[src/rtl/ps2_voice_if.sv]
// PS/2 byte stream in, voice allocation state and note events out.
interface ps2_voice_if #(parameter int unsigned NUM_VOICES = 4);
   logic [7:0]              ps2_key_data;
   logic                    ps2_key_pressed;
   logic [NUM_VOICES-1:0]   voice_active;
   logic [8*NUM_VOICES-1:0] voice_key;
   logic                    note_on;
   logic                    note_off;
   logic [2:0]              event_voice;
   logic [7:0]              event_code;
   logic                    voices_full;

   modport master (
      output ps2_key_data, ps2_key_pressed,
      input  voice_active, voice_key, note_on, note_off,
             event_voice, event_code, voices_full
   );

   modport slave (
      input  ps2_key_data, ps2_key_pressed,
      output voice_active, voice_key, note_on, note_off,
             event_voice, event_code, voices_full
   );
endinterface

[src/rtl/ps2_voice_scheduler.sv]
// Set-2 scan-code decoder that shares a pool of voices among held keys.
// Optional: define VOICE_STEAL_EN to steal a voice round-robin when the pool is full.
module ps2_voice_scheduler #(
   parameter int unsigned NUM_VOICES = 4
) (
   input logic         CLOCK_50,
   input logic         reset,
   ps2_voice_if.slave  bus
);
   localparam int unsigned IW = (NUM_VOICES > 1) ? $clog2(NUM_VOICES) : 1;

   typedef enum logic [1:0] {IDLE, BRK, EXT, EXT_BRK} state_t;

   state_t                      state;
   logic [NUM_VOICES-1:0]       active;
   logic [NUM_VOICES-1:0][7:0]  keys;
   logic                        note_on_r;
   logic                        note_off_r;
   logic [2:0]                  ev_voice;
   logic [7:0]                  ev_code;
`ifdef VOICE_STEAL_EN
   logic [IW-1:0]               steal;
`endif

   logic          hit;
   logic [IW-1:0] hit_idx;
   logic          free;
   logic [IW-1:0] free_idx;
   logic [7:0]    data;

   assign data = bus.ps2_key_data;

   // Protocol/ack bytes from the keyboard that never carry a key.
   function automatic logic is_ignored(input logic [7:0] b);
      case (b)
         8'h00, 8'hAA, 8'hEE, 8'hFA, 8'hFC, 8'hFD, 8'hFE, 8'hFF: is_ignored = 1'b1;
         default:                                                is_ignored = 1'b0;
      endcase
   endfunction

   // Descending scan so the lowest matching/free index wins.
   always_comb begin
      hit      = 1'b0;
      hit_idx  = '0;
      free     = 1'b0;
      free_idx = '0;
      for (int v = NUM_VOICES - 1; v >= 0; v--) begin
         if (active[v] && (keys[v] == data)) begin
            hit     = 1'b1;
            hit_idx = IW'(v);
         end
         if (!active[v]) begin
            free     = 1'b1;
            free_idx = IW'(v);
         end
      end
   end

   always_ff @(posedge CLOCK_50 or posedge reset) begin
      if (reset) begin
         state      <= IDLE;
         active     <= '0;
         keys       <= '0;
         note_on_r  <= 1'b0;
         note_off_r <= 1'b0;
         ev_voice   <= '0;
         ev_code    <= '0;
`ifdef VOICE_STEAL_EN
         steal      <= '0;
`endif
      end else begin
         note_on_r  <= 1'b0;
         note_off_r <= 1'b0;
         if (bus.ps2_key_pressed) begin
            unique case (state)
               IDLE: begin
                  if (data == 8'hF0) begin
                     state <= BRK;
                  end else if (data == 8'hE0) begin
                     state <= EXT;
                  end else if (!is_ignored(data) && !hit) begin
                     if (free) begin
                        active[free_idx] <= 1'b1;
                        keys[free_idx]   <= data;
                        note_on_r        <= 1'b1;
                        ev_voice         <= 3'(free_idx);
                        ev_code          <= data;
                     end
`ifdef VOICE_STEAL_EN
                     else begin
                        keys[steal] <= data;
                        note_on_r   <= 1'b1;
                        note_off_r  <= 1'b1;
                        ev_voice    <= 3'(steal);
                        ev_code     <= data;
                        steal       <= (steal == IW'(NUM_VOICES - 1)) ? '0 : steal + IW'(1);
                     end
`endif
                  end
               end
               BRK: begin
                  state <= IDLE;
                  if (hit) begin
                     active[hit_idx] <= 1'b0;
                     note_off_r      <= 1'b1;
                     ev_voice        <= 3'(hit_idx);
                     ev_code         <= data;
                  end
               end
               EXT:     state <= (data == 8'hF0) ? EXT_BRK : IDLE;
               EXT_BRK: state <= IDLE;
            endcase
         end
      end
   end

   assign bus.voice_active = active;
   assign bus.voice_key    = keys;
   assign bus.note_on      = note_on_r;
   assign bus.note_off     = note_off_r;
   assign bus.event_voice  = ev_voice;
   assign bus.event_code   = ev_code;
   assign bus.voices_full  = &active;
endmodule

[src/flat_wrapper.sv]
// flat-port wrapper written by rule: the top's interface ports become plain ports
module ps2_voice_scheduler_flat 
#(
   parameter int unsigned NUM_VOICES = 4
)
  (CLOCK_50, reset, bus_ps2_key_data, bus_ps2_key_pressed, bus_voice_active, bus_voice_key, bus_note_on, bus_note_off, bus_event_voice, bus_event_code, bus_voices_full);
  ps2_voice_if #(.NUM_VOICES(NUM_VOICES)) bus_i ();
  input logic CLOCK_50;
  input logic reset;
  input wire logic [$bits(bus_i.ps2_key_data)-1:0] bus_ps2_key_data;
  input wire logic [$bits(bus_i.ps2_key_pressed)-1:0] bus_ps2_key_pressed;
  output wire logic [$bits(bus_i.voice_active)-1:0] bus_voice_active;
  output wire logic [$bits(bus_i.voice_key)-1:0] bus_voice_key;
  output wire logic [$bits(bus_i.note_on)-1:0] bus_note_on;
  output wire logic [$bits(bus_i.note_off)-1:0] bus_note_off;
  output wire logic [$bits(bus_i.event_voice)-1:0] bus_event_voice;
  output wire logic [$bits(bus_i.event_code)-1:0] bus_event_code;
  output wire logic [$bits(bus_i.voices_full)-1:0] bus_voices_full;
  assign bus_i.ps2_key_data = bus_ps2_key_data;
  assign bus_i.ps2_key_pressed = bus_ps2_key_pressed;
  assign bus_voice_active = bus_i.voice_active;
  assign bus_voice_key = bus_i.voice_key;
  assign bus_note_on = bus_i.note_on;
  assign bus_note_off = bus_i.note_off;
  assign bus_event_voice = bus_i.event_voice;
  assign bus_event_code = bus_i.event_code;
  assign bus_voices_full = bus_i.voices_full;
  ps2_voice_scheduler #(.NUM_VOICES(NUM_VOICES)) u_core (.CLOCK_50(CLOCK_50), .reset(reset), .bus(bus_i));
endmodule
[config.mk]
export PLATFORM = sky130hd
export DESIGN_NAME = ps2_voice_scheduler_flat
export DESIGN_NICKNAME = d
export VERILOG_FILES = /design/src/rtl/ps2_voice_if.sv /design/src/rtl/ps2_voice_scheduler.sv /design/src/flat_wrapper.sv
export SDC_FILE = /design/constraint.sdc
export NUM_CORES = 1
export LEC_CHECK = 0
export BUFFER_PORTS_ARGS = -buffer_cell sky130_fd_sc_hd__buf_2
export CORE_UTILIZATION = 41
export CTS_BUF_LIST = sky130_fd_sc_hd__clkbuf_4 sky130_fd_sc_hd__clkbuf_8
export CTS_CLUSTER_SIZE = 25
export DETAILED_ROUTE_END_ITERATION = 8
export GPL_TIMING_DRIVEN = 1
export PLACE_DENSITY_LB_ADDON = 0.12
export SLEW_MARGIN = 10
export SYNTH_ARGS = -nofsm -noshare
export SYNTH_HDL_FRONTEND = slang
export SYNTH_SLANG_ARGS = --single-unit
[constraint.sdc]
create_clock -name CLOCK_50 -period 2.23 [get_ports CLOCK_50]
set_input_delay 0.3345 -clock CLOCK_50 [delete_from_list [all_inputs] [get_ports CLOCK_50]]
set_output_delay 0.3345 -clock CLOCK_50 [all_outputs]
set_load 0.01 [all_outputs]
# After elaboration in Yosys (flattened, before gate mapping)
# Index checks and enable logic that the tools add are counted.
dict set report op_classes {
  order_cmp 4
  n_eq_ne 22
  n_reduce_logical 18
  mux 59
  bitwise 5
}
# op count
set ops {}
lappend ops {{$eq A8 B8 Y1 const B} 9}
lappend ops {{$mux W8} 6}
lappend ops {{$bwmux W32} 1}
lappend ops {{$eq A8 B8 Y1} 4}
lappend ops {{$mux W1} 24}
lappend ops {{$mux W2} 11}
lappend ops {{$mux W4} 5}
lappend ops {{$demux W8 S2} 1}
lappend ops {{$pmux W8 S2} 1}
lappend ops {{$mux W3} 5}
lappend ops {{$logic_not A8 Y1} 1}
lappend ops {{$pmux W4 S2} 1}
lappend ops {{$reduce_or A8 Y1} 1}
lappend ops {{$logic_and A1 B1 Y1} 7}
lappend ops {{$reduce_and A7 Y1} 1}
lappend ops {{$lt A2 B3 Y1 const B} 2}
lappend ops {{$ne A2 B1 Y1 const B} 3}
lappend ops {{$pmux W2 S3} 1}
lappend ops {{$pmux W3 S2} 1}
lappend ops {{$reduce_and A6 Y1} 1}
lappend ops {{$and A4 B4 Y4} 1}
lappend ops {{$demux W1 S2} 2}
lappend ops {{$eq A2 B2 Y1 const B} 2}
lappend ops {{$ge A2 B1 Y1 const B} 2}
lappend ops {{12 further kinds} 15}
dict set report word_totals {
  output_inout_bits 50
  regBits 51
  in_bits 11
  wordCells 118
}

# Longest topological paths before layout
dict set report logic_depth {
  depth_word 14
  mapped_depth 9
  ltp_nobuf 7
}

# Least setup slack after synthesis
# Ideal clock, no wire load.
dict set report synth_path {
  path_type {register to register}
  from {register u_core.active[0] (netlist: u_core.bus.voice_active[0])}
  to {register u_core.keys, in the netlist u_core.bus.voice_key[10]}
  synth_period_minus_slack_ps 2395
  setup_slack_ps -165
  arrival_time_ps 2268
  path_stages_with_launch 10
  required_time_ps 2103
  setup_time_ps 127
  cell_sequence {dfrtp_1 -> clkbuf_1 -> nand2_1 -> nor2_1 -> nor4_1 -> o21ai_2 -> nor3_4 -> and3b_1 -> buf_4 -> mux2_1}
}
dict set report synth_via {
  elab_chain_cells 6
}
# element line_no
set synth_rtl {}
lappend synth_rtl {{start, declared} ps2_voice_scheduler.sv:15} ;# logic [NUM_VOICES-1:0] active;
lappend synth_rtl {{start signal, assigned} ps2_voice_scheduler.sv:62} ;# active <= '0;
lappend synth_rtl {{start signal, assigned by index} ps2_voice_scheduler.sv:83} ;# active[free_idx] <= 1'b1;
lappend synth_rtl {{start signal, assigned by index} ps2_voice_scheduler.sv:104} ;# active[hit_idx] <= 1'b0;
lappend synth_rtl {{$mux W2} ps2_voice_scheduler.sv:52} ;# if (!active[v]) begin
lappend synth_rtl {{$lt A2 B3 Y1 (implied by the code) or $ge A2 B1 Y1 (tied branches)} ps2_voice_scheduler.sv:84} ;# keys[free_idx] <= data;
lappend synth_rtl {{$logic_and A1 B1 Y1 (implied by the code)} ps2_voice_scheduler.sv:84}
lappend synth_rtl {{$mux W8 (implied by the code)} ps2_voice_scheduler.sv:84}
lappend synth_rtl {{$demux W8 S2} --}
lappend synth_rtl {{$bwmux W32} ps2_voice_scheduler.sv:84}
lappend synth_rtl {{end signal, assigned by index} ps2_voice_scheduler.sv:84}
lappend synth_rtl {{end, declared} ps2_voice_scheduler.sv:16} ;# logic [NUM_VOICES-1:0][7:0] keys;
# Parallel ways exist; a longest one is shown, timed or not.
# A chain may end at the register's enable or synchronous reset.

# Final worst setup path
dict set report layout_path {
  from {register u_core.keys, in the netlist u_core.bus.voice_key[0]}
  to {register u_core.keys, in the netlist u_core.bus.voice_key[25]}
}
dict set report layout_via {
  elab_chain_cells 6
}
# element line_no
set layout_rtl {}
lappend layout_rtl {{$eq A8 B8 Y1} ps2_voice_scheduler.sv:48} ;# if (active[v] && (keys[v] == data)) begin
lappend layout_rtl {{$logic_and A1 B1 Y1} ps2_voice_scheduler.sv:48}
lappend layout_rtl {{$mux W1} ps2_voice_scheduler.sv:48}
lappend layout_rtl {{$logic_not A1 Y1} ps2_voice_scheduler.sv:81} ;# end else if (!is_ignored(data) && !hit) begin
lappend layout_rtl {{$logic_and A1 B1 Y1} ps2_voice_scheduler.sv:81}
lappend layout_rtl {{$reduce_and A6 Y1 (no line)} --}
# No other way between the ends.

==> metrics <==
Synth Cell Area=2556 µm²; Routability Congestion=0.7967; met3 Use GR=under 10%; CTS clk-pin slew, worst paths=0.09 ns; ANT cells=0; Hold Crit Class=input pin to asynchronous set/reset pin; met1 usage=~28%; worst skew pair latency=0.30 ns; post-synthesis sequential area ratio=roughly 50%; Worst setup EP type=flip-flop; Worst setup SP type=flip-flop; Synth Area in Simple Gates=between 10% and 20%; Final Cell Area=between 3000 and 4000 µm²; leakage power=around 1.7 nW; Fillers=around 510; total vias in the final route=between 2000 and 2500; status=finished clean; yosys warns=0; asr flop ratio synth=100.0%; core area=about 6000 µm²; post-synthesis cell count=209; GRT overflow=0; IO buf count=59; initial antenna violation count=0; syn nets=220; CTS Sinks=50; H-tree level count=2; drt pass-1 iters=4; XOR/XNOR share of the synthesized area=10.96%; fraction of layout cells with a size suffix above 1=56.66%; vias in the first global route=between 1500 and 2000; root buffer cell=clkbuf_8; Hold Fails Final Rpt=0; Initial Util=about 43%; DRC viols=0; post-route ant nets=0; first-pass GRT wire length=between 9 and 10 mm; critical path arrival=about 2.4 ns; final core utilization=59.24%; Setup TNS Final=0 ns; Final Max Slew Viols=0; Synth Area in Adders=less than 1%; VDD IR-drop max=~0.64 mV; DP Cell Count=387; clk buf depth=2; synth unique cells=37; Layout Nets=between 300 and 400; largest family of logic cells by synthesized area=multiplexers; TritonCTS buffer count=5; Data required, critical path=roughly 2.4 ns; top cells by area, synth=dfrtp_1 (49%), mux2_2 (15%), xnor2_1 (5.8%), xor2_1 (5.1%), mux2_1 (4.0%); DIE WIDTH=about 81 µm; hold_buf cts=0; crit-path max FO=9; die area=approximately 6600 µm²; post-synthesis mux area share=18.50%; crit path kind=flip-flop to flip-flop; placement row count=28; drt via density=slightly above 5; Die Y-Extent=approximately 80 µm; CTS tree=done; IO Pins=61; clk_skew=roughly 0.0094 ns; final WL=roughly 6.4 mm; Finished Layout Cells=398; synth cell count leaders=dfrtp_1 (50), mux2_2 (33), xnor2_1 (17), xor2_1 (15), mux2_1 (9); Avg Inst Size Synth=approximately 12 µm²; DP Wirelength=roughly 4.7 mm; Rel. slew slack=a little under two thirds; top-count cell post-synth=dfrtp_1; MaxCap Viol Count=0; DRT iter0 DRCs=85; area grow syn2layout=38.03%; gr busiest metal=met2; Worst Reg-to-Reg Cells=9; routed len/inst=between 15 and 20 µm; Post-synth EDFFs=0; Final setup viols=0; R2R setup slack=0.07 ns; GRT Overall Usage=about a fifth; placed cell areas=about 3300 µm²; Most used DFF post-synth=dfrtp_1; Final Cycle Share=a little over nine tenths; post-synthesis compound-gate area fraction=around 4.1%; minimum clock period=about 2.2 ns; pin count of the biggest net entering global routing=28; met2 usage=33.19%; RSZ-0062 raised after global routing=yes; fmax=between 0.4 and 0.5 GHz; register bit total from synthesis=50; top cell type's share of synthesized area=around half; Slew @ Worst Pin=between 0.5 and 0.6 ns; Min Hold Slack=roughly 0.068 ns; total power divided by cell area=1207 nW/µm²; largest area contributor in the synthesized netlist=dfrtp_1
[critical path, cell delays in order (launching register included)]
cell and delay, ns:
dfrtp_1 0.41, xor2_1 0.20, nor4_2 0.07, nand4_1 0.16, nand2b_4 0.10, or2_0 0.21, buf_4 0.16, nor4_4 0.21
buf_6 0.18, mux2_2 0.34
[path summary, 6_finish.rpt]
path | to | from
worst max-delay path | u_core.bus.voice_key[25] | u_core.bus.voice_key[0]
worst min-delay path | u_core.bus.event_code[1] | reset
worst max register to register | u_core.bus.voice_key[25] | u_core.bus.voice_key[0]
worst min register to register | u_core.bus.event_code[7] | u_core.bus.event_code[7]
max in group asynchronous | u_core.bus.voice_active[3] | reset
min in group CLOCK_50 | u_core.state[0] | bus_ps2_key_pressed
[sequential cells by signal (all words and copies together), names as in the netlist]
name	count
u_core.bus.voice_key	32
u_core.bus.event_code	8
u_core.bus.voice_active	4
u_core.bus.event_voice	2
u_core.state	2
u_core.bus.note_off	1
u_core.bus.note_on	1
[logic make-up after synthesis]
family                   Yosys count
AO/OA/AOI/OAI                     16
XOR/XNOR                          32
adder cells (fa/ha/maj)            1
buffers and inverters             17
flip-flops                        50
multiplexers                      42
other                              1
AND/OR/NAND/NOR                   50
[cell usage in the layout (no fill, tap or decap), types with 3 or more instances in the layout]
| master | n |
|---|---|
| nand2_1 | 7 |
| dfrtp_1 | 48 |
| nor4_2 | 3 |
| nor3_1 | 3 |
| mux2_2 | 29 |
| clkbuf_8 | 5 |
| buf_6 | 3 |
| xor2_1 | 15 |
| o21ai_0 | 6 |
| xnor2_1 | 17 |
| nand2b_1 | 3 |
| buf_2 | 59 |
| mux2_1 | 7 |
| buf_4 | 56 |
| nand3_1 | 7 |
| nor2_1 | 4 |
| nand4_1 | 5 |
| mux2_4 | 6 |
[report_power, final]
| part | internal (W) | switching, W | leakage [nW] |
|---|---|---|---|
| Clock | 0.000361 | 0.000298 | 0.0593 |
| Combinational | 0.00113 | 0.000870 | 0.999 |
| Sequential | 0.00130 | 0.000296 | 0.599 |
| Total | 0.00280 | 0.00146 | 1.66 |
[metrics by stage]
step | setup WS, ns | total power (W)
after floorplan | 0.006793 | 0.002643
after CTS | 0.01007 | 0.004195
after global routing | -0.05545 | 0.004552
final | 0.06554 | 0.004260
after global placement | -0.1933 | 0.003489
after detailed placement | -0.1999 | 0.003527
[metal layers]
| layer | vias up | part of all wire, % |
|---|---|---|
| li1 | 957 | - |
| met1 | 1014 | 47 |
| met2 | 42 | 48 |
| met3 | 7 | 4.0 |
| met4 | 0 | 1.1 |
| met5 | - | 0 |
[area by class of cell]
class | count | area, µm² | area share [%]
clock buffers | 7 | 83.83 | 2.376
clock inverters | 1 | 30.03 | 0.8511
inverters | 3 | 11.26 | 0.3191
multi-input cells | 142 | 1266 | 35.89
flip-flops and latches | 50 | 1254 | 35.53
well taps | 75 | 93.84 | 2.660
repair buffers | 120 | 789.5 | 22.38
[repair_timing]
action	in CTS	in global routing
gates resized for setup	1	18
setup endpoints to repair	7	42
endpoints found under the hold margin	0	0
pin swaps	0	6
setup buffers	0	5
Power figures use the tool's default switching activity.
